## src/rtl/sram_arbiter_if.sv

```systemverilog
// Requester-side bundle for sram_arbiter: two req/ack ports (A = CPU path, B = loader/debug).
interface sram_arbiter_if #(
    parameter int ADDR_W = 16,
    parameter int DATA_W = 16
);
    logic              a_req;
    logic              a_we;
    logic [ADDR_W-1:0] a_addr;
    logic [DATA_W-1:0] a_wdata;
    logic              a_ack;
    logic [DATA_W-1:0] a_rdata;

    logic              b_req;
    logic              b_we;
    logic [ADDR_W-1:0] b_addr;
    logic [DATA_W-1:0] b_wdata;
    logic              b_ack;
    logic [DATA_W-1:0] b_rdata;

    modport master (
        output a_req, a_we, a_addr, a_wdata, b_req, b_we, b_addr, b_wdata,
        input  a_ack, a_rdata, b_ack, b_rdata
    );

    modport slave (
        input  a_req, a_we, a_addr, a_wdata, b_req, b_we, b_addr, b_wdata,
        output a_ack, a_rdata, b_ack, b_rdata
    );
endinterface

```

## src/rtl/sram_arbiter.sv

```systemverilog
// Round-robin sharer of a 1Mx16 asynchronous SRAM between two requesters.
// Every output is a flop; the FSM computes next values combinationally and registers them.
module sram_arbiter #(
    parameter int WAIT_CYCLES = 2,
    parameter int ADDR_W      = 16,
    parameter int DATA_W      = 16
) (
    input  logic              Clk,
    input  logic              Reset,
    sram_arbiter_if.slave     host,
    output logic [19:0]       ADDR,
    output logic [DATA_W-1:0] Data_to_SRAM,
    input  logic [DATA_W-1:0] Data_from_SRAM,
    output logic              drive_en,
    output logic              CE,
    output logic              UB,
    output logic              LB,
    output logic              OE,
    output logic              WE,
    output logic              busy,
    output logic              grant_b
);
    typedef enum logic [1:0] {IDLE, ACCESS, DONE} state_t;

    state_t            state, state_nxt;
    logic [3:0]        cnt, cnt_nxt;
    logic              op_we, op_we_nxt;
    logic              chip_n, chip_nxt;
    logic              oe_nxt, we_nxt, drive_nxt, busy_nxt, grant_nxt, pick_b;
    logic              a_ack_nxt, b_ack_nxt;
    logic [19:0]       addr_nxt;
    logic [DATA_W-1:0] wdata_nxt, a_rdata_nxt, b_rdata_nxt;

    // CE, UB and LB always move together: full-word accesses only.
    assign CE = chip_n;
    assign UB = chip_n;
    assign LB = chip_n;

    always_comb begin
        // NOTE: every target gets a default first so no path through the case can infer a latch.
        state_nxt   = state;
        cnt_nxt     = cnt;
        op_we_nxt   = op_we;
        chip_nxt    = chip_n;
        oe_nxt      = OE;
        we_nxt      = WE;
        drive_nxt   = drive_en;
        busy_nxt    = busy;
        grant_nxt   = grant_b;
        pick_b      = 1'b0;
        a_ack_nxt   = 1'b0;
        b_ack_nxt   = 1'b0;
        addr_nxt    = ADDR;
        wdata_nxt   = Data_to_SRAM;
        a_rdata_nxt = host.a_rdata;
        b_rdata_nxt = host.b_rdata;

        case (state)
            IDLE: begin
                if (host.a_req || host.b_req) begin
                    // On contention the port that did not own the last access wins.
                    pick_b    = host.b_req && !(host.a_req && grant_b);
                    grant_nxt = pick_b;
                    op_we_nxt = pick_b ? host.b_we : host.a_we;
                    addr_nxt  = pick_b ? 20'(host.b_addr) : 20'(host.a_addr);
                    wdata_nxt = pick_b ? host.b_wdata : host.a_wdata;
                    chip_nxt  = 1'b0;
                    oe_nxt    = op_we_nxt;
                    we_nxt    = !op_we_nxt;
                    drive_nxt = op_we_nxt;
                    busy_nxt  = 1'b1;
                    cnt_nxt   = 4'(WAIT_CYCLES - 1);
                    state_nxt = ACCESS;
                end
            end
            ACCESS: begin
                if (cnt != 4'd0) begin
                    cnt_nxt = cnt - 4'd1;
                end else begin
                    if (!op_we) begin
                        if (grant_b) b_rdata_nxt = Data_from_SRAM;
                        else         a_rdata_nxt = Data_from_SRAM;
                    end
                    chip_nxt  = 1'b1;
                    oe_nxt    = 1'b1;
                    we_nxt    = 1'b1;
                    a_ack_nxt = !grant_b;
                    b_ack_nxt = grant_b;
                    state_nxt = DONE;
                end
            end
            DONE: begin
                // drive_en was left high through this state to hold write data after WE rises.
                drive_nxt = 1'b0;
                busy_nxt  = 1'b0;
                state_nxt = IDLE;
            end
            default: state_nxt = IDLE;
        endcase
    end

    always_ff @(posedge Clk) begin
        // NOTE: non-blocking assignments so every flop samples values from before this edge.
        if (Reset) begin
            state        <= IDLE;
            cnt          <= 4'd0;
            op_we        <= 1'b0;
            chip_n       <= 1'b1;
            OE           <= 1'b1;
            WE           <= 1'b1;
            drive_en     <= 1'b0;
            busy         <= 1'b0;
            grant_b      <= 1'b1;
            ADDR         <= 20'd0;
            Data_to_SRAM <= '0;
            host.a_ack   <= 1'b0;
            host.b_ack   <= 1'b0;
            host.a_rdata <= '0;
            host.b_rdata <= '0;
        end else begin
            state        <= state_nxt;
            cnt          <= cnt_nxt;
            op_we        <= op_we_nxt;
            chip_n       <= chip_nxt;
            OE           <= oe_nxt;
            WE           <= we_nxt;
            drive_en     <= drive_nxt;
            busy         <= busy_nxt;
            grant_b      <= grant_nxt;
            ADDR         <= addr_nxt;
            Data_to_SRAM <= wdata_nxt;
            host.a_ack   <= a_ack_nxt;
            host.b_ack   <= b_ack_nxt;
            host.a_rdata <= a_rdata_nxt;
            host.b_rdata <= b_rdata_nxt;
        end
    end
endmodule

```

## src/flat_wrapper.sv

```systemverilog
// flat-port wrapper written by rule: the top's interface ports become plain ports
module sram_arbiter_flat 
#(
    parameter int WAIT_CYCLES = 2,
    parameter int ADDR_W      = 16,
    parameter int DATA_W      = 16
)
  (Clk, Reset, ADDR, Data_to_SRAM, Data_from_SRAM, drive_en, CE, UB, LB, OE, WE, busy, grant_b, host_a_req, host_a_we, host_a_addr, host_a_wdata, host_b_req, host_b_we, host_b_addr, host_b_wdata, host_a_ack, host_a_rdata, host_b_ack, host_b_rdata);
  sram_arbiter_if #(.ADDR_W(ADDR_W), .DATA_W(DATA_W)) host_i ();
  input  logic Clk;
  input  logic Reset;
  output logic [19:0] ADDR;
  output logic [DATA_W-1:0] Data_to_SRAM;
  input  logic [DATA_W-1:0] Data_from_SRAM;
  output logic drive_en;
  output logic CE;
  output logic UB;
  output logic LB;
  output logic OE;
  output logic WE;
  output logic busy;
  output logic grant_b;
  input wire logic [$bits(host_i.a_req)-1:0] host_a_req;
  input wire logic [$bits(host_i.a_we)-1:0] host_a_we;
  input wire logic [$bits(host_i.a_addr)-1:0] host_a_addr;
  input wire logic [$bits(host_i.a_wdata)-1:0] host_a_wdata;
  input wire logic [$bits(host_i.b_req)-1:0] host_b_req;
  input wire logic [$bits(host_i.b_we)-1:0] host_b_we;
  input wire logic [$bits(host_i.b_addr)-1:0] host_b_addr;
  input wire logic [$bits(host_i.b_wdata)-1:0] host_b_wdata;
  output wire logic [$bits(host_i.a_ack)-1:0] host_a_ack;
  output wire logic [$bits(host_i.a_rdata)-1:0] host_a_rdata;
  output wire logic [$bits(host_i.b_ack)-1:0] host_b_ack;
  output wire logic [$bits(host_i.b_rdata)-1:0] host_b_rdata;
  assign host_i.a_req = host_a_req;
  assign host_i.a_we = host_a_we;
  assign host_i.a_addr = host_a_addr;
  assign host_i.a_wdata = host_a_wdata;
  assign host_i.b_req = host_b_req;
  assign host_i.b_we = host_b_we;
  assign host_i.b_addr = host_b_addr;
  assign host_i.b_wdata = host_b_wdata;
  assign host_a_ack = host_i.a_ack;
  assign host_a_rdata = host_i.a_rdata;
  assign host_b_ack = host_i.b_ack;
  assign host_b_rdata = host_i.b_rdata;
  sram_arbiter #(.WAIT_CYCLES(WAIT_CYCLES), .ADDR_W(ADDR_W), .DATA_W(DATA_W)) u_core (.Clk(Clk), .Reset(Reset), .host(host_i), .ADDR(ADDR), .Data_to_SRAM(Data_to_SRAM), .Data_from_SRAM(Data_from_SRAM), .drive_en(drive_en), .CE(CE), .UB(UB), .LB(LB), .OE(OE), .WE(WE), .busy(busy), .grant_b(grant_b));
endmodule
```

## config.mk

```make
export PLATFORM = sky130hd
export DESIGN_NAME = sram_arbiter_flat
export DESIGN_NICKNAME = d
export VERILOG_FILES = /design/src/rtl/sram_arbiter_if.sv /design/src/rtl/sram_arbiter.sv /design/src/flat_wrapper.sv
export SDC_FILE = /design/constraint.sdc
export NUM_CORES = 1
export LEC_CHECK = 0
export CAP_MARGIN = 40
export CORE_MARGIN = 3
export CORE_UTILIZATION = 43
export CTS_BUF_LIST = sky130_fd_sc_hd__clkbuf_4
export DETAILED_ROUTE_END_ITERATION = 6
export PLACE_DENSITY = 0.83
export SETUP_SLACK_MARGIN = 0.05
export SLEW_MARGIN = 15
export SYNTH_ARGS = -nofsm -noshare
export SYNTH_HDL_FRONTEND = slang
export SYNTH_SLANG_ARGS = --single-unit
export TNS_END_PERCENT = 50
```

## constraint.sdc

```tcl
create_clock -name Clk -period 2.1 [get_ports Clk]
set_clock_uncertainty 0.15 [all_clocks]
set_input_delay 0.525 -clock Clk [delete_from_list [all_inputs] [get_ports Clk]]
set_output_delay 0.525 -clock Clk [all_outputs]
set_load 0.05 [all_outputs]
```

==> results of run 1 <==
area by class of cell:
class / count / area [um^2] / share of cell area (%)
Inverter: 5 / 18.77 / 0.3621
Timing Repair Buffer: 179 / 1602 / 30.90
Clock buffer: 9 / 67.56 / 1.303
Sequential cell: 79 / 1582 / 30.51
Clock inverter: 7 / 55.05 / 1.062
Multi-Input combinational cell: 219 / 1732 / 33.41
Tap cell: 102 / 127.6 / 2.462
sequential cells by signal (all words and copies together), names as in the netlist:
register             count
u_core.ADDR             16
u_core.CE                1
u_core.Data_to_SRAM     16
u_core.OE                1
u_core.WE                1
u_core.busy              1
u_core.cnt               4
u_core.drive_en          1
u_core.grant_b           1
u_core.host.a_ack        1
u_core.host.a_rdata     16
u_core.host.b_ack        1
u_core.host.b_rdata     16
u_core.op_we             1
u_core.state             2
cell families (layout without fill, tap and decap cells):
kind of cell               Yosys count  after routing  share of synthesized area (%)
muxes                               33             33                          9.378
DFF                                 79             79                          44.90
and+or+nand+nor                     62             62                          10.51
other                                1              4                         0.1065
AOI/OAI and AO/OA                  118            118                          27.28
buffers and inverters               42            200                          7.105
adders and majority gates            2              2                         0.7104
power by group through the flow:
stage          clock network, mW  registers (mW)  logic (mW)
4_1_cts                    0.852            1.74        1.47
5_1_grt                    0.905            1.76        1.55
3_5_place_dp                   0            1.77        1.47
6_report                   0.822            1.74        1.46
2_1_floorplan                  0            2.15       0.560
3_3_place_gp                   0            1.77        1.44
per-layer routing:
metal | vias up | share of wire, % | track usage (%)
met1 | 1519 | 40 | 23.38
met3 | 6 | 11 | 6.507
met5 | - | 0 | 0
met2 | 121 | 49 | 35.46
li1 | 1547 | - | -
met4 | 0 | 0.55 | 5.841
final timing paths:
kind | from | to | cells past startpoint
worst max-delay path | u_core.grant_b | grant_b | 2
worst min-delay path | Reset | u_core.drive_en | 3
worst max register to register | u_core.cnt[0] | u_core.host.b_rdata[7] | 6
worst min register to register | u_core.Data_to_SRAM[0] | u_core.Data_to_SRAM[0] | 1
worst reg2reg max path, delay by kind of cell (launching register included):
family / cells / cell delay, ns
DFF: 1 / 0.35
buffers and inverters: 2 / 0.35
adders and majority gates: 1 / 0.19
AOI/OAI and AO/OA: 2 / 0.32
and+or+nand+nor: 1 / 0.41
stage by stage:
step                      instance area, um^2  utilization (%)  worst slack [ns]  cells  hold slack (ns)
after global placement                   5061            64.49           -0.1283    584           0.2980
final                                    5184            66.06            0.1785    600           0.3310
after detailed placement                 5061            64.49           -0.1568    584           0.3069
after CTS                                5184            66.06            0.1471    600           0.3083
after floorplan                          3533                -            0.1693    340           0.3161
after global routing                     5184            66.06            0.1035    600           0.3288
cell usage in the layout, fill, tap and decap left out, types with 4 or more instances in the layout:
master           netlist  routed
o21ai_0               26      26
nor2_1                 5       5
buf_4                  6      90
o2bb2ai_2             28      28
clkdlybuf4s50_1        0      84
conb_1                 1       4
o21ai_1               10      10
mux2i_1               33      33
buf_12                 0       4
inv_1                  5       5
a21oi_1               39      38
clkbuf_4               0       9
dfxtp_1               79      79
nand2_1                4       4
nand3_1               32      32
==> metrics, run 1 <==
CTS root buffer=clkbuf_4; ys flop type=dfxtp_1; unrepaired setup endpoints after global routing=false; remaining antenna violation count=0; power density cells=775.8 mW/mm^2; Slew Viols, Final=0; Worst path slowest cell=dfxtp_1; Mean Syn Cell Area=10.45 um^2; CTS sink count=79; initial antenna violation count=0; RD Place Congestion=0.7480; first-pass GRT wire length=14.78 mm; CTS tree=done; clk_lat worst skew=0.41 ns; Final Cycle Share=91.50%; post-layout power=4.021 mW; top cells by area, synth=dfxtp_1 45%, o2bb2ai_2 12%, mux2i_1 9.4%, a21oi_1 5.5%, nand3_1 4.5%; Core Region=0.007848 mm^2; cts hold-fix bufs=0; Yosys top cell area share=44.90%; status=complete, no violations; Critical Path RT=1.42 ns; Critical path buffers and inverters=2; I/O Buffers=159; Area Overhead vs Synth=47.18%; CP startpoint kind=flip-flop; Worst Path Max Fanout=6; number of synthesized flops with an enable pin=0; CTS buffer count=9; Via-to-Cell Ratio=5.322; fmax=0.5204 GHz; Int Power=2.443 mW; critical path's top delay family=flip-flops; HPWL Detailed=7.491 mm; setup TNS=0 ns; worst vdd ir=0.0004139 V; fraction of registers with async set/reset=0%; max cap viols=0; Worst setup EP type=primary output; Post-Route WL=9.953 mm; Diodes inserted=0; vias=3,193; Synth Cell Area=0.003522 mm^2; cts repair resizes=0; nets@finish=581; #FFs+latches synth=79; Slew headroom=65.97%; Clk pwr share=20.4%; CTS H-Tree Depth=3; initial core utilization=44.88%; std cell rows=32; Logic pwr share=36.4%; register area share after synthesis=44.90%; DR WL/cell=16.59 um; DRT Pass-1 Iters=4; r2r setup slk=0.19 ns; GRT Total Usage=20.17%; biggest area consumer among synthesized cells=dfxtp_1; Die H=96.51 um; GRT overflow=0; synth cell count leaders=79 x dfxtp_1, 39 x a21oi_1, 33 x mux2i_1, 32 x nand3_1, 28 x o2bb2ai_2; endpoints failing hold=0; # setup viols final=0; library cells used by synthesis=44; Period minus WS final=1.921 ns; sequential share of power=43.2%; critical setup path kind=flip-flop to primary output; critical path, cell by cell=buf_4 -> buf_12; Reg clk slew, reported paths=0.14 ns; # DRC=0; Die X=96.51 um; Layout fillers=646; Syn Inst Count=337; worst slew pin tran=0.5086 ns; Yosys warnings=0; Switching Share=39.26%; drt first-iter violations=120; worst path arrival time=1.25 ns; Critical Path Max Stage Delay=0.48 ns; setup bufs post-CTS=0; P_sw=1.579 mW; share of cells above drive strength 1=29.92%; die area=0.009313 mm^2; vias in the first global route=3,098; Leak=2.048 nW; largest net degree at the start of global routing=47; boundary pin count=164; clk buf depth=2; Hold Crit Class=input pin to flip-flop; top-count cell post-synth=dfxtp_1
Power figures use the tool's default switching activity.
==> run 2, diff against run 1 <==
Settings changed: CORE_UTILIZATION 43 to 46, PLACE_DENSITY 0.83 to 0.88.
Clock period 2.1 ns to 2.3 ns, I/O delays scaled along.
==> metrics, run 2 (synthesized netlist as in run 1, its figures left out) <==
worst slew pin tran=0.5740 ns (+0.06539 ns); most common cell after layout, fill and taps aside=clkdlybuf4s50_1; Worst Reg-to-Reg Cells=6 (unchanged); HPWL Detailed=7.340 mm (-2.0%); DRT Pass-1 Iters=6 (+2); Area Overhead vs Synth=49.77%; CTS root buffer=clkbuf_4; Logic pwr share=32.9% (-3.5 points); Core Region=0.007331 mm^2 (-6.6%); Hold Path Depth=1 (-2); # setup viols final=0 (unchanged); clk buf depth=2 (unchanged); # DRC=0 (unchanged); CTS tree=done; fmax=0.4813 GHz; nets@finish=573 (-1.4%); Int Power=2.501 mW (+2.4%); Critical path buffers and inverters=1 (-1); Clk pwr share=26.1% (+5.7 points); Worst path slowest cell=dlygate4sd2_1; unrepaired setup endpoints after global routing=false; remaining antenna violation count=0 (unchanged); Min Hold Slack=0.3250 ns (-0.006046 ns); CP startpoint kind=flip-flop; sequential share of power=41.0% (-2.2 points); Diodes inserted=0 (unchanged); setup bufs post-CTS=0 (unchanged); GRT overflow=0 (unchanged); largest net degree at the start of global routing=37 (-21%); Worst Path Max Fanout=2 (-4); boundary pin count=164 (unchanged); Final Cycle Share=90.34%; CTS buffer count=9 (unchanged); Die H=93.51 um (-3.1%); Critical Path RT=1.57 ns (+0.15 ns); endpoints failing hold=0 (unchanged); Worst setup EP type=primary output; CTS H-Tree Depth=3 (unchanged); max cap viols=0 (unchanged); vias in the first global route=3,153 (+1.8%); Hold Crit Class=flip-flop to flip-flop; P_sw=1.363 mW (-14%); Die X=93.51 um (-3.1%); cts hold-fix bufs=0 (unchanged); Period minus WS final=2.078 ns; critical setup path kind=flip-flop to primary output; GRT Total Usage=22.07% (+1.9 points); cts repair resizes=71 (+71); status=complete, no violations; Switching Share=35.28% (-4.0 points); I/O Buffers=159 (unchanged); Layout Utilization=71.96% (+5.9 points); Slew headroom=61.59% (-4.4 points); Critical Path Max Stage Delay=0.56 ns (+0.08 ns); Placed Area=0.005180 mm^2 (+2.3%); die area=0.008743 mm^2 (-6.1%); CTS sink count=79 (unchanged); post-layout power=3.864 mW (-3.9%); vias=3,159 (-1.1%); worst path arrival time=1.35 ns (+0.10 ns); initial antenna violation count=0 (unchanged); critical path's top delay family=buffers and inverters; Stages on worst setup path=1 (-1); most frequent cells in the layout=85 x clkdlybuf4s50_1, 79 x dfxtp_1, 71 x dlygate4sd2_1, 38 x a21oi_1, 33 x mux2i_1; power density cells=732.5 mW/mm^2 (-5.6%); DR WL/cell=16.72 um (+0.80%); Slew Viols, Final=0 (unchanged); Post-Route WL=9.849 mm (-1.0%); Leak=2.197 nW (+7.3%); Layout fillers=546 (-15%); RD Place Congestion=0.8226 (+10%); Reg clk slew, reported paths=0.12 ns (-0.02 ns); first-pass GRT wire length=15.56 mm (+5.3%); initial core utilization=48.05% (+3.2 points); share of cells above drive strength 1=14.08% (-16 points); drt first-iter violations=104 (-13%); critical path, cell by cell=dlygate4sd2_1; Via-to-Cell Ratio=5.363 (+0.78%); design area=0.005275 mm^2 (+1.8%); worst vdd ir=0.0003855 V (-6.9%); clk_lat worst skew=0.39 ns (-0.02 ns); std cell rows=31 (-3.1%)
==> run 2: changes by cell type in the layout (fill, tap and decap cells not counted) <==
cell / delta
buf_4: -79
dlygate4sd2_1: +71
bufinv_16: +3
inv_6: -3
clkinvlp_4: -2
buf_2: -1
clkbuf_4: +1
clkdlybuf4s50_1: +1
clkinv_2: +1
==> run 2: power groups by stage <==
stage / clock [mW] / combinational, mW / sequential (mW)
floorplan: 0 / 0.512 / 1.97
global placement: 0 / 1.32 / 1.61
detailed placement: 0 / 1.35 / 1.62
CTS: 1.04 / 1.28 / 1.58
global route: 1.09 / 1.34 / 1.60
finish: 1.01 / 1.27 / 1.58
==> run 2: area by class of cell <==
type                            count  area [um^2]  share of cell area, %
Multi-Input combinational cell    219         1732                  32.83
Timing Repair Buffer              171         1635                  31.00
Sequential cell                    79         1582                  29.98
Tap cell                           99        123.9                  2.348
Clock inverter                      6        108.9                  2.064
Clock buffer                       10        75.07                  1.423
Inverter                            5        18.77                 0.3558
==> run 2: per-layer routing <==
layer  track usage [%]  routed length, um  vias to the layer above
met5                 0                  0                        -
met4             5.006                 32                        0
met3             7.723               1049                        5
met2             39.13               4969                      133
met1             25.39               3797                     1486
li1                  -                  -                     1535
==> run 2: through the flow <==
stage          setup slack (ns)  instances  setup TNS [ns]
2_1_floorplan            0.3693        340               0
3_3_place_gp            0.04117        573               0
3_5_place_dp           -0.06214        573         -0.2356
4_1_cts                  0.1874        589               0
5_1_grt                  0.1638        589               0
6_report                 0.2222        589               0
==> run 2: final timing paths <==
kind                                   endpoint       startpoint  slack, ns
worst min register to register  u_core.ADDR[15]  u_core.ADDR[15]       0.32
worst max register to register    u_core.cnt[0]    u_core.cnt[0]       0.43
worst min-delay path            u_core.ADDR[15]  u_core.ADDR[15]       0.32
worst max-delay path                    ADDR[4]   u_core.ADDR[4]       0.22
